**src/rtl/rx_byte_assembler_pkg.sv**
```systemverilog
// ----------------------------------------------------------------------------
// Module  : rx_byte_assembler_pkg
// Brief   : Shared receive-path definitions: FSM state encodings, frame size.
// Revision: 1.0
// ----------------------------------------------------------------------------
`default_nettype none

package rx_byte_assembler_pkg;

  typedef enum logic [1:0] {
    RX_IDLE = 2'd0,
    RX_DATA = 2'd1,
    RX_STOP = 2'd2
  } rx_state_t;

  localparam int RX_BITS_PER_BYTE = 8;

endpackage

`default_nettype wire

```
**src/rtl/rx_byte_fifo.sv**
```systemverilog
// ----------------------------------------------------------------------------
// Module  : rx_byte_fifo
// Brief   : Synchronous byte FIFO with a registered head entry (0 when empty).
// Revision: 1.0
// ----------------------------------------------------------------------------
`default_nettype none

module rx_byte_fifo #(
  parameter int DEPTH = 4
) (
  input  logic       clk,
  input  logic       rst,
  input  logic       i_push,
  input  logic [7:0] i_push_data,
  input  logic       i_pop,
  output logic [7:0] o_head,
  output logic       o_full,
  output logic       o_empty
);

  localparam int AW = (DEPTH > 1) ? $clog2(DEPTH) : 1;
  localparam int CW = $clog2(DEPTH) + 1;

  logic [7:0]    r_mem [DEPTH];
  logic [AW-1:0] r_wr_ptr;
  logic [AW-1:0] r_rd_ptr;
  logic [CW-1:0] r_count;
  logic [7:0]    r_head;

  logic          w_pop;
  logic          w_push;
  logic [AW-1:0] w_rd_next;
  logic [CW-1:0] w_count_next;
  logic [7:0]    w_head_next;

  assign o_full  = (r_count == CW'(DEPTH));
  assign o_empty = (r_count == '0);
  assign o_head  = r_head;

  // A full FIFO still accepts a push when the head leaves in the same cycle.
  assign w_pop        = i_pop & ~o_empty;
  assign w_push       = i_push & (~o_full | w_pop);
  assign w_rd_next    = w_pop ? (r_rd_ptr + AW'(1)) : r_rd_ptr;
  assign w_count_next = r_count + CW'(w_push) - CW'(w_pop);

  always_comb begin
    w_head_next = '0;
    if (w_count_next == '0) begin
      w_head_next = '0;
    end else if (w_push && (w_rd_next == r_wr_ptr)) begin
      w_head_next = i_push_data;
    end else begin
      w_head_next = r_mem[w_rd_next];
    end
  end

  always_ff @(posedge clk or posedge rst) begin
    if (rst) begin
      r_wr_ptr <= '0;
      r_rd_ptr <= '0;
      r_count  <= '0;
      r_head   <= '0;
      for (int i = 0; i < DEPTH; i++) begin
        r_mem[i] <= '0;
      end
    end else begin
      if (w_push) begin
        r_mem[r_wr_ptr] <= i_push_data;
        r_wr_ptr        <= r_wr_ptr + AW'(1);
      end
      r_rd_ptr <= w_rd_next;
      r_count  <= w_count_next;
      r_head   <= w_head_next;
    end
  end

endmodule

`default_nettype wire

```
**src/rtl/rx_byte_assembler.sv**
```systemverilog
// ----------------------------------------------------------------------------
// Module  : rx_byte_assembler
// Brief   : Assembles 8N1 frames from the rxpath bit stream, checks the stop
//           bit and buffers good bytes behind a valid/ready interface.
// Revision: 1.0
// ----------------------------------------------------------------------------
`default_nettype none

module rx_byte_assembler
  import rx_byte_assembler_pkg::*;
#(
  parameter int FIFO_DEPTH = 4,
  parameter int CNT_W      = 8
) (
  input  logic             clk_8mhz,
  input  logic             rst,
  input  logic             in_bit,
  input  logic             in_valid,
  input  logic             in_start,
  output logic [7:0]       out_data,
  output logic             out_valid,
  input  logic             out_ready,
  output logic             frame_err,
  output logic             overflow,
  output logic [CNT_W-1:0] frame_err_cnt,
  output logic [CNT_W-1:0] overflow_cnt
);

  rx_state_t  r_state;
  logic [2:0] r_bit_cnt;
  logic [7:0] r_shift;

  logic w_stop_strobe;
  logic w_push;
  logic w_bad_stop;
  logic w_pop;
  logic w_full;
  logic w_empty;
  logic w_drop;

  // A start strobe always wins over a coincident bit strobe.
  assign w_stop_strobe = (r_state == RX_STOP) & in_valid & ~in_start;
  assign w_push        = w_stop_strobe & in_bit;
  assign w_bad_stop    = w_stop_strobe & ~in_bit;
  assign w_pop         = out_valid & out_ready;
  assign w_drop        = w_push & w_full & ~w_pop;
  assign out_valid     = ~w_empty;

  rx_byte_fifo #(
    .DEPTH (FIFO_DEPTH)
  ) u_fifo (
    .clk         (clk_8mhz),
    .rst         (rst),
    .i_push      (w_push),
    .i_push_data (r_shift),
    .i_pop       (w_pop),
    .o_head      (out_data),
    .o_full      (w_full),
    .o_empty     (w_empty)
  );

  always_ff @(posedge clk_8mhz or posedge rst) begin
    if (rst) begin
      r_state       <= RX_IDLE;
      r_bit_cnt     <= '0;
      r_shift       <= '0;
      frame_err     <= 1'b0;
      overflow      <= 1'b0;
      frame_err_cnt <= '0;
      overflow_cnt  <= '0;
    end else begin
      frame_err <= w_bad_stop;
      overflow  <= w_drop;
      if (w_bad_stop && (frame_err_cnt != '1)) begin
        frame_err_cnt <= frame_err_cnt + CNT_W'(1);
      end
      if (w_drop && (overflow_cnt != '1)) begin
        overflow_cnt <= overflow_cnt + CNT_W'(1);
      end

      if (in_start) begin
        r_state   <= RX_DATA;
        r_bit_cnt <= '0;
        r_shift   <= '0;
      end else if (in_valid) begin
        case (r_state)
          RX_DATA: begin
            r_shift[r_bit_cnt] <= in_bit;
            if (r_bit_cnt == 3'(RX_BITS_PER_BYTE - 1)) begin
              r_state <= RX_STOP;
            end else begin
              r_bit_cnt <= r_bit_cnt + 3'd1;
            end
          end
          RX_STOP: r_state <= RX_IDLE;
          RX_IDLE: r_state <= RX_IDLE;
          default: r_state <= RX_IDLE;
        endcase
      end
    end
  end

endmodule

`default_nettype wire
```
**config.mk**
```make
export PLATFORM = sky130hd
export DESIGN_NAME = rx_byte_assembler
export DESIGN_NICKNAME = d
export VERILOG_FILES = /design/src/rtl/rx_byte_assembler_pkg.sv /design/src/rtl/rx_byte_fifo.sv /design/src/rtl/rx_byte_assembler.sv
export SDC_FILE = /design/constraint.sdc
export NUM_CORES = 1
export LEC_CHECK = 0
export ABC_AREA = 1
export CORE_UTILIZATION = 58
export CTS_CLUSTER_SIZE = 40
export DETAILED_ROUTE_END_ITERATION = 7
export PLACE_DENSITY = 0.87
export SKIP_CTS_REPAIR_TIMING = 1
export SYNTH_ARGS = -nofsm -noshare
export SYNTH_HDL_FRONTEND = slang
export SYNTH_SLANG_ARGS = --single-unit
```
**constraint.sdc**
```tcl
create_clock -name clk_8mhz -period 4 [get_ports clk_8mhz]
set_input_delay 1.2 -clock clk_8mhz [delete_from_list [all_inputs] [get_ports clk_8mhz]]
set_output_delay 1.2 -clock clk_8mhz [all_outputs]
set_load 0.005 [all_outputs]
```
---- Word level (Yosys, flattened, before mapping) ----
Index checks and enable logic that the tools add are counted.
W data, S select, Z words.
operators by class
  $add $sub $neg .......................... 7
  $mul .................................... 0
  divide/modulo/power cells ............... 0
  order comparisons ....................... 5
  equal/unequal tests ..................... 9
  shifts and indexed selects .............. 0
  multiplexer cells ....................... 23
  bitwise operators ....................... 17
  reduce and logical (&&, ||, !) cells .... 12
operators with widths
  cell                   number
  $mux W8                8
  $bwmux W32             1
  $add A8 B1 Y8 const B  2
  $bmux W8 S2            1
  $demux W8 S2           1
  $ne A8 B8 Y1 const B   2
  $mux W3                4
  $mux W2                5
  $and A1 B1 Y1          9
  $bwmux W8              1
  $eq A3 B3 Y1 const B   2
  $ge A3 B3 Y1 const B   2
  $logic_not A3 Y1       2
  $not A2 Y3             2
  $logic_and A1 B1 Y1    5
  $not A1 Y1             5
  $add A2 B1 Y2 const B  2
  $lt A3 B4 Y1 const B   1
  $reduce_and A2 Y1      2
  $reduce_bool A2 Y1     2
  $add A3 B1 Y3          1
  $add A3 B1 Y3 const B  1
  $demux W1 S3           1
  $ge A3 B1 Y1 const B   1
  other kinds (10)       10
word-level totals
  register bits after elaboration ......... 78
  latch bits .............................. 0
  memory bits (writable) .................. 0
  bits in read-only memories .............. 0
  input bits .............................. 6
  output and inout bits ................... 27
  logic and storage cells ................. 88
  memories ................................ 0

---- Logic depth before layout (Yosys ltp) ----
Gate-level depths: netlist of run 1.
  word-level depth ........................ 11
  mapped depth ............................ 14
  mapped depth without buffers ............ 14

---- By module ----
From an unflattened synthesis of run 1, not the netlist that was laid out.
second synthesis, totals
  cell total of the unflattened synthesis .. 520
  area total of the unflattened synthesis .. 4,341.7 µm²
modules (own cells, without submodules)
  module             instances  cells an instance  area each (µm²)  seq. area each (µm²)
  rx_byte_fifo       1          292                2,566.2          1,176.1
  rx_byte_assembler  1          228                1,775.5          775.7

---- Least setup slack after synthesis of run 1 ----
No wires, ideal clock.
  kind .................................... input -> register
  from .................................... in in_start
  to ...................................... reg u_fifo.r_head[0] (netlist: u_fifo.o_head[0])
  setup time .............................. 0.071 ns
  arrival ................................. 2.857 ns
  data required time ...................... 3.929 ns
  path slack .............................. 1.072 ns
  cell stages on the path ................. 14
  buffers on the path ..................... 1
  cells stage by stage .................... buf_2 > nor2_4 > nand4_2 > clkinv_1 > nand2_4 > inv_6 > ha_1 > fa_1 > inv_1 > xor2_1 > inv_1 > nand2_1 > nand2_1 > nor2_1
between the ends
  word-level cells in the longest chain between the ends .. 8
  elaborated cells between the ends (all ways) .. 10
  classes of those cells .................. 2 x add/sub; 2 x mux; 4 x bitwise; 2 x reduce/logical
ends and longest elaborated chain
  item                              line                     text
  from (decl)                       rx_byte_assembler.sv:19  input logic in_start,
  $not A1 Y1                        rx_byte_assembler.sv:42  assign w_stop_strobe = (r_state == RX_STOP) & in_valid & ~in_start;
  $and A1 B1 Y1                     rx_byte_assembler.sv:42
  $and A1 B1 Y1                     rx_byte_assembler.sv:43  assign w_push = w_stop_strobe & in_bit;
  $and A1 B1 Y1                     rx_byte_fifo.sv:42       assign w_push = i_push & (~o_full | w_pop);
  named net u_fifo.w_push           rx_byte_fifo.sv:31       logic w_push;
  $add A3 B1 Y3                     rx_byte_fifo.sv:44       assign w_count_next = r_count + CW'(w_push) - CW'(w_pop);
  $sub A3 B1 Y3                     rx_byte_fifo.sv:44
  named net u_fifo.w_count_next[2]  rx_byte_fifo.sv:33       logic [CW-1:0] w_count_next;
  $logic_not A3 Y1                  rx_byte_fifo.sv:48       if (w_count_next == '0) begin
  $mux W8                           rx_byte_fifo.sv:48
  named net u_fifo.w_head_next[0]   rx_byte_fifo.sv:34       logic [7:0] w_head_next;
  to (signal assigned)              rx_byte_fifo.sv:73       r_head <= w_head_next;
  to (decl)                         rx_byte_fifo.sv:28       logic [7:0] r_head;
The timed path passes the listed nets, and every way through them passes these cells.
A chain may end at the register's enable or synchronous reset.

---- Worst setup path in the final report of run 1 ----
  from .................................... in in_start
  to ...................................... reg u_fifo.r_head[5] (netlist: u_fifo.o_head[5])
The elaborated chain is that of the path after synthesis.

==> impl_metrics.json, run 1 <==
{
  "outcome": "completed",
  "track_usage_pct": 24.28,
  "max_cap_violations": 0,
  "p_per_area_nw_per_um2": 513.0,
  "htree_num_levels": 3,
  "synth_seq_area_share_pct": 48.27,
  "slew_headroom_pct": 70.95,
  "worst_hold_path.endpoint": "u_fifo.r_mem[18]",
  "cp-end-kind": "flip-flop",
  "starting_density_of_the_core_pct": 59.85,
  "insertedDiodeCount": 0,
  "report.final.hold_viol_count": 0,
  "via_per_inst": 5.480,
  "buffers_and_inverters_on_the_worst_path": 5,
  "globalRoute.totalOverflow": 0,
  "final.fill_count": 529,
  "fin_cells": 561,
  "cts_buffers": 9,
  "pin_count_of_the_biggest_net_entering_global_routing": 79,
  "critical_path.reg2reg.startpoint": "u_fifo.r_count[1]",
  "synth.avg_cell_area_um2": 9.170,
  "clock_path_buffers": 2,
  "cts.reportedPaths.clkPinSlew_ns": 0.08,
  "timing.reg2reg.worst_path_depth": 14,
  "synth_enable_flop_cells": 0,
  "critical_path.slowest_cell": "sky130_fd_sc_hd__clkdlybuf4s50_1",
  "syn_area_um2": 4044,
  "critical_path.max_fanout": 8,
  "post-route-cell-area_um2": 4643,
  "hold_path_startpoint": "u_fifo.r_mem[18]",
  "grt_antenna_before_repair": 0,
  "critical_path.reg2reg.endpoint": "u_fifo.o_head[5]",
  "final_cell_mix": "78 x sky130_fd_sc_hd__nand2_1, 78 x sky130_fd_sc_hd__dfrtp_1, 55 x sky130_fd_sc_hd__inv_1, 33 x sky130_fd_sc_hd__o21ai_0, 32 x sky130_fd_sc_hd__clkdlybuf4s50_1",
  "clock_period_minus_final_worst_setup_slack_ns": 3.264,
  "required_ns": 4.30,
  "place_area_um2": 4405,
  "core_um2": 6756,
  "ys_warn_count": 0,
  "postSynthNetCount": 458,
  "fin_worst_skew_ns": 0.008938,
  "nets": 493,
  "vdd.ir_drop.worst_mv": 0.3276,
  "flow.area_growth_from_synthesis_pct": 14.82,
  "total_power_mw": 2.382,
  "cpLargestDelayFamily": "buffers and inverters",
  "tightest_slew_ns": 0.4318,
  "worstPathCellList": "clkdlybuf4s50_1 > nor2_4 > nand4_2 > clkinv_1 > nand2_4 > inv_6 > ha_1 > fa_1 > inv_1 > xor2_1 > inv_1 > nand2_1 > nand2_1 > nor2_1",
  "number_of_cells_in_the_design_after_placement": 545,
  "floorplan.io_pins": 33,
  "grt_pass1_vias": 2913,
  "clock_sink_count": 78,
  "fraction_of_registers_with_async_set_reset_pct": 100.0,
  "wirelength_um": 7974,
  "postSynth.topFlopCell": "sky130_fd_sc_hd__dfrtp_1",
  "yosys.cell_types.count": 40,
  "wirelength_per_cell_um": 14.21,
  "postSynthCellCount": 441,
  "cpPeakStageDelay_ns": 0.65,
  "data_arrival_time_at_the_worst_slack_endpoint_ns": 3.57,
  "final_antenna_net_count": 0,
  "fmax_ghz": 0.3063,
  "floorplan.die_area_um2": 7310,
  "placement.io_buffers": 32,
  "utilization_pct": 68.72,
  "grt_setup_unrepaired": "false",
  "clk_latency_ns": 0.36,
  "die-width_um": 85.50,
  "hold_path.class": "flip-flop to flip-flop",
  "synth.ff_latch_count": 78,
  "gpl.final_weighted_congestion": 0.8275,
  "remaining_drc_errors": 0,
  "finalSetupViolations": 0,
  "final-max-slew-violation-count": 0,
  "critical_path_class": "primary input to flip-flop",
  "fin_crit_sh_pct": 81.61,
  "dieHeight_um": 85.50,
  "setup_tns_ns": 0,
  "clockRootBuffer": "sky130_fd_sc_hd__clkbuf_8",
  "drtPass1Iterations": 5,
  "p_leak_nw": 2.245,
  "dp_hpwl_um": 5320,
  "1st_iter_drt_viols": 359,
  "global_route_wire_length_before_repair_um": 13670,
  "clock_tree_from_tritoncts": "yes",
  "hold_critical_path_depth": 2,
  "drive_above_1_share_pct": 13.31,
  "route.vias.total": 3074,
  "timing.critical_path.from_type": "primary input",
  "row_count": 30,
  "reg2reg_setup_slack_ns": 1.59
}
==> logic make-up (layout without fill, tap and decap cells) <==
family                     Yosys count  in the layout  share of synthesized area (%)
and+or+nand+nor                    203            203                          28.06
adders and majority gates           11             11                          3.589
buffers and inverters               72            112                          8.013
xor gates and xnor gates            16             16                          3.465
DFF                                 78             78                          48.27
AOI/OAI and AO/OA                   58             58                          7.766
muxes                                3              3                         0.8353
==> cell type report <==
class / count / area (um2) / area share [%]
clock buffers: 10 / 127.6 / 2.749
flip-flops and latches: 78 / 1952 / 42.04
multi-input cells: 291 / 1768 / 38.08
clock inverters: 6 / 110.1 / 2.371
inverters: 63 / 245.2 / 5.282
well taps: 80 / 100.1 / 2.156
repair buffers: 33 / 340.3 / 7.330
==> worst max path at each step <==
stage | start | endpoint | slack (ns) | depth (start not counted)
floorplan | rst | frame_err | 0.80 | 1
global placement | in_start | u_fifo.o_head[4] | 0.45 | 14
global route | in_start | u_fifo.o_head[1] | 0.57 | 14
detailed placement | in_start | u_fifo.o_head[5] | 0.36 | 14
finish | in_start | u_fifo.o_head[5] | 0.74 | 14
CTS | in_start | u_fifo.o_head[5] | 0.75 | 14
==> synthesized netlist by cell type (2+ instances only) <==
| cell | instances | share of area [%] |
|---|---|---|
| sky130_fd_sc_hd__nand2_4 | 9 | 2.5 |
| sky130_fd_sc_hd__nor3_2 | 2 | 0.50 |
| sky130_fd_sc_hd__mux2_2 | 3 | 0.84 |
| sky130_fd_sc_hd__a211oi_1 | 2 | 0.37 |
| sky130_fd_sc_hd__xnor2_1 | 2 | 0.43 |
| sky130_fd_sc_hd__ha_1 | 10 | 3.1 |
| sky130_fd_sc_hd__inv_1 | 56 | 5.2 |
| sky130_fd_sc_hd__nand4_1 | 12 | 1.9 |
| sky130_fd_sc_hd__a21oi_1 | 14 | 1.7 |
| sky130_fd_sc_hd__nor2_1 | 26 | 2.4 |
| sky130_fd_sc_hd__nand2_1 | 78 | 7.2 |
| sky130_fd_sc_hd__nand2_8 | 2 | 0.99 |
| sky130_fd_sc_hd__xor2_1 | 14 | 3.0 |
| sky130_fd_sc_hd__nor4_1 | 8 | 1.2 |
| sky130_fd_sc_hd__nor2_2 | 5 | 0.77 |
| sky130_fd_sc_hd__nor3_1 | 2 | 0.25 |
| sky130_fd_sc_hd__buf_2 | 5 | 0.62 |
| sky130_fd_sc_hd__o21ai_1 | 6 | 0.74 |
| sky130_fd_sc_hd__inv_2 | 3 | 0.28 |
| sky130_fd_sc_hd__nand3_4 | 3 | 1.3 |
| sky130_fd_sc_hd__o21ai_0 | 33 | 4.1 |
| sky130_fd_sc_hd__dfrtp_1 | 78 | 48 |
| sky130_fd_sc_hd__nand2_2 | 12 | 1.9 |
| sky130_fd_sc_hd__nand3b_1 | 16 | 3.0 |
| sky130_fd_sc_hd__nand3_1 | 25 | 3.1 |
==> stage by stage <==
| step | worst slack [ns] | hold slack, ns |
|---|---|---|
| floorplan | 0.8050 | 0.4444 |
| global placement | 0.4548 | 0.4571 |
| detailed placement | 0.3642 | 0.4649 |
| CTS | 0.7453 | 0.4839 |
| global route | 0.5655 | 0.5056 |
| finish | 0.7355 | 0.4806 |
==> state kept, by name, summed over array words and instances, names as in the netlist <==
signal,cells
u_fifo.r_mem,32
frame_err_cnt,8
overflow_cnt,8
r_shift,8
u_fifo.o_head,8
r_bit_cnt,3
u_fifo.r_count,3
r_state,2
u_fifo.r_rd_ptr,2
u_fifo.r_wr_ptr,2
frame_err,1
overflow,1
==> power by group <==
part	internal (mW)	switching, mW
clock network	0.413	0.292
logic	0.272	0.512
registers	0.855	0.0374
total	1.54	0.841
==> metal layers <==
layer	GRT usage, %	wire length [um]
met1	32.73	3631
met2	38.33	3826
met5	0	0
met4	11.67	129
met3	4.427	387
==> worst reg2reg max path: stages, from the launching register on <==
cell                      delay [ns]
sky130_fd_sc_hd__dfrtp_1        0.42
sky130_fd_sc_hd__nor2_2         0.18
sky130_fd_sc_hd__nand2_4        0.11
sky130_fd_sc_hd__nand2_4        0.10
sky130_fd_sc_hd__inv_1          0.05
sky130_fd_sc_hd__ha_1           0.26
sky130_fd_sc_hd__inv_1          0.04
sky130_fd_sc_hd__ha_1           0.18
sky130_fd_sc_hd__fa_1           0.36
sky130_fd_sc_hd__inv_1          0.07
sky130_fd_sc_hd__xor2_1         0.17
sky130_fd_sc_hd__inv_1          0.05
sky130_fd_sc_hd__nand2_1        0.19
sky130_fd_sc_hd__nand2_1        0.09
sky130_fd_sc_hd__nor2_1         0.08
(Power assumes the default switching activity.)
==> inputs of run 2 (changes only) <==
==> constraint.sdc (replaced) <==
create_clock -name clk_8mhz -period 3.39 [get_ports clk_8mhz]
set_input_delay 1.017 -clock clk_8mhz [delete_from_list [all_inputs] [get_ports clk_8mhz]]
set_output_delay 1.017 -clock clk_8mhz [all_outputs]
set_load 0.005 [all_outputs]
==> run 2 against run 1 <==
Register-to-register slack worse by 0.62 ns; critical path depth is the same; total power grew 11%; first-iteration DRC count decreased by 30%; hold slack gained 0.0038 ns; clock power decreased by 4.5%; sequential share of layout area is 0.30 points higher; clock skew decreased by 0.0017 ns; utilization shrank 0.48 points; critical endpoint is now u_fifo.o_head[1]; highest routed layer unchanged.
==> impl_metrics.json, run 2 (synthesis gave the netlist of run 1 again) <==
{
  "die-width_um": 85.50,
  "drive_above_1_share_pct": 13.66,
  "clock_path_buffers": 2,
  "cts.reportedPaths.clkPinSlew_ns": 0.08,
  "finalSetupViolations": 0,
  "swShare_pct": 36.58,
  "report.final.hold_viol_count": 0,
  "dp_hpwl_um": 5228,
  "global_route_wire_length_before_repair_um": 12740,
  "critical_path.endpoint": "u_fifo.o_head[1]",
  "floorplan.die_area_um2": 7310,
  "registers.top_by_ff_count": "u_fifo.r_mem",
  "placement.io_buffers": 32,
  "power.switching_mw": 0.9635,
  "share_comb_of_total_power_pct": 34.5,
  "drtPass1Iterations": 6,
  "critical_path.max_fanout": 8,
  "layout_setup_ws_ns": 0.4613,
  "final_cell_mix": "78 x sky130_fd_sc_hd__nand2_1, 78 x sky130_fd_sc_hd__dfrtp_1, 55 x sky130_fd_sc_hd__inv_1, 33 x sky130_fd_sc_hd__o21ai_0, 32 x sky130_fd_sc_hd__clkdlybuf4s50_1",
  "outcome": "completed",
  "remaining_drc_errors": 0,
  "largest_reg_flops": 32,
  "core_um2": 6756,
  "cp-end-kind": "flip-flop",
  "flow.area_growth_from_synthesis_pct": 14.02,
  "required_ns": 3.68,
  "detailedPlace.worstSlack_ns": 0.08690,
  "pin_count_of_the_biggest_net_entering_global_routing": 70,
  "clock_period_minus_final_worst_setup_slack_ns": 2.929,
  "data_arrival_time_at_the_worst_slack_endpoint_ns": 3.22,
  "wirelength_per_cell_um": 13.26,
  "place_area_um2": 4420,
  "hold_path.class": "flip-flop to flip-flop",
  "clock_sink_count": 78,
  "critical_path_class": "primary input to flip-flop",
  "1st_iter_drt_viols": 253,
  "clock_power_share_pct": 25.6,
  "clk_latency_ns": 0.35,
  "p_per_area_nw_per_um2": 571.3,
  "reg2reg_setup_slack_ns": 0.97,
  "track_usage_pct": 22.42,
  "via_per_inst": 5.339,
  "grt_setup_unrepaired": "false",
  "globalRoute.totalOverflow": 0,
  "total_power_mw": 2.634,
  "fin_worst_skew_ns": 0.007247,
  "nets": 495,
  "insertedDiodeCount": 0,
  "row_count": 30,
  "number_of_cells_in_the_design_after_placement": 547,
  "max_cap_violations": 0,
  "fin_cells": 563,
  "cts_buffers": 9,
  "fmax_ghz": 0.3414,
  "p_leak_nw": 2.243,
  "gpl.final_weighted_congestion": 0.8428,
  "critical_path.reg2reg.startpoint": "u_fifo.r_count[1]",
  "final_antenna_net_count": 0,
  "setup_tns_ns": 0,
  "sequentialPowerShare_pct": 40.0,
  "timing.reg2reg.worst_path_depth": 14,
  "grt_antenna_before_repair": 0,
  "clockRootBuffer": "sky130_fd_sc_hd__clkbuf_8",
  "htree_num_levels": 3,
  "internal-power_mw": 1.671,
  "wirelength_um": 7468,
  "post-route-cell-area_um2": 4611,
  "setup.worst_path.start": "in_start",
  "route.vias.total": 3006,
  "floorplan.io_pins": 33,
  "final-max-slew-violation-count": 0,
  "dieHeight_um": 85.50,
  "timing.critical_path.from_type": "primary input",
  "clock_tree_from_tritoncts": "yes",
  "critical_path.reg2reg.endpoint": "u_fifo.o_head[1]",
  "fin_crit_sh_pct": 86.39,
  "slew_headroom_pct": 72.62,
  "tightest_slew_ns": 0.4069,
  "starting_density_of_the_core_pct": 59.85,
  "vdd.ir_drop.worst_mv": 0.2474,
  "grt_pass1_vias": 2790
}
-- run 2: changes by cell type in the layout (fill, tap and decap cells not counted), sizes merged --
cell and delta:
bufinv -2, buf +2, clkinv +4, clkinvlp -2
-- run 2: cell type report --
cell class	count	area, um2
Timing Repair Buffer	35	355.3
Clock buffer	10	127.6
Tap cell	80	100.1
Sequential cell	78	1952
Multi-Input combinational cell	291	1768
Inverter	63	245.2
Fill cell	533	2146
Clock inverter	6	62.56
-- run 2: per-stage QoR --
| step | utilization [%] | hold slack (ns) |
|---|---|---|
| 2_1_floorplan | - | 0.4444 |
| 3_3_place_gp | 65.43 | 0.4577 |
| 3_5_place_dp | 65.43 | 0.4645 |
| 4_1_cts | 68.24 | 0.4832 |
| 5_1_grt | 68.24 | 0.5051 |
| 6_report | 68.24 | 0.4844 |
-- run 2: worst min-delay path by stage --
stage	from	to	slack [ns]	depth (start not counted)
floorplan	u_fifo.r_mem[0]	u_fifo.r_mem[0]	0.44	2
global placement	u_fifo.r_mem[18]	u_fifo.r_mem[18]	0.46	2
detailed placement	u_fifo.r_mem[0]	u_fifo.r_mem[0]	0.46	2
CTS	u_fifo.r_mem[3]	u_fifo.r_mem[3]	0.48	2
global route	u_fifo.r_mem[19]	u_fifo.r_mem[19]	0.51	2
finish	u_fifo.r_mem[3]	u_fifo.r_mem[3]	0.48	2
-- run 2: power groups by stage --
stage | Combinational (mW) | Clock (mW) | Sequential, mW
2_1_floorplan | 0.713 | 0 | 1.07
3_3_place_gp | 0.874 | 0 | 1.07
3_5_place_dp | 0.905 | 0 | 1.07
4_1_cts | 0.909 | 0.688 | 1.05
5_1_grt | 1.02 | 0.733 | 1.06
6_report | 0.908 | 0.673 | 1.05
-- run 2: critical path: stages --
cell and delay [ns]:
sky130_fd_sc_hd__clkdlybuf4s50_1 0.54, sky130_fd_sc_hd__nor2_4 0.05, sky130_fd_sc_hd__nand4_2 0.11, sky130_fd_sc_hd__clkinv_1 0.12, sky130_fd_sc_hd__nand2_4 0.12, sky130_fd_sc_hd__inv_6 0.03
sky130_fd_sc_hd__ha_1 0.20, sky130_fd_sc_hd__fa_1 0.36, sky130_fd_sc_hd__inv_1 0.08, sky130_fd_sc_hd__xor2_1 0.17, sky130_fd_sc_hd__inv_1 0.05, sky130_fd_sc_hd__nand2_1 0.19
sky130_fd_sc_hd__nand2_1 0.09, sky130_fd_sc_hd__nor2_1 0.10
-- run 2: metal layers --
metal,up-vias,wire length (um),GRT usage [%]
met5,-,0,0
met3,14,297,5.582
met4,0,106,6.515
met1,1417,3472,29.70
met2,65,3591,36.87
li1,1510,-,-
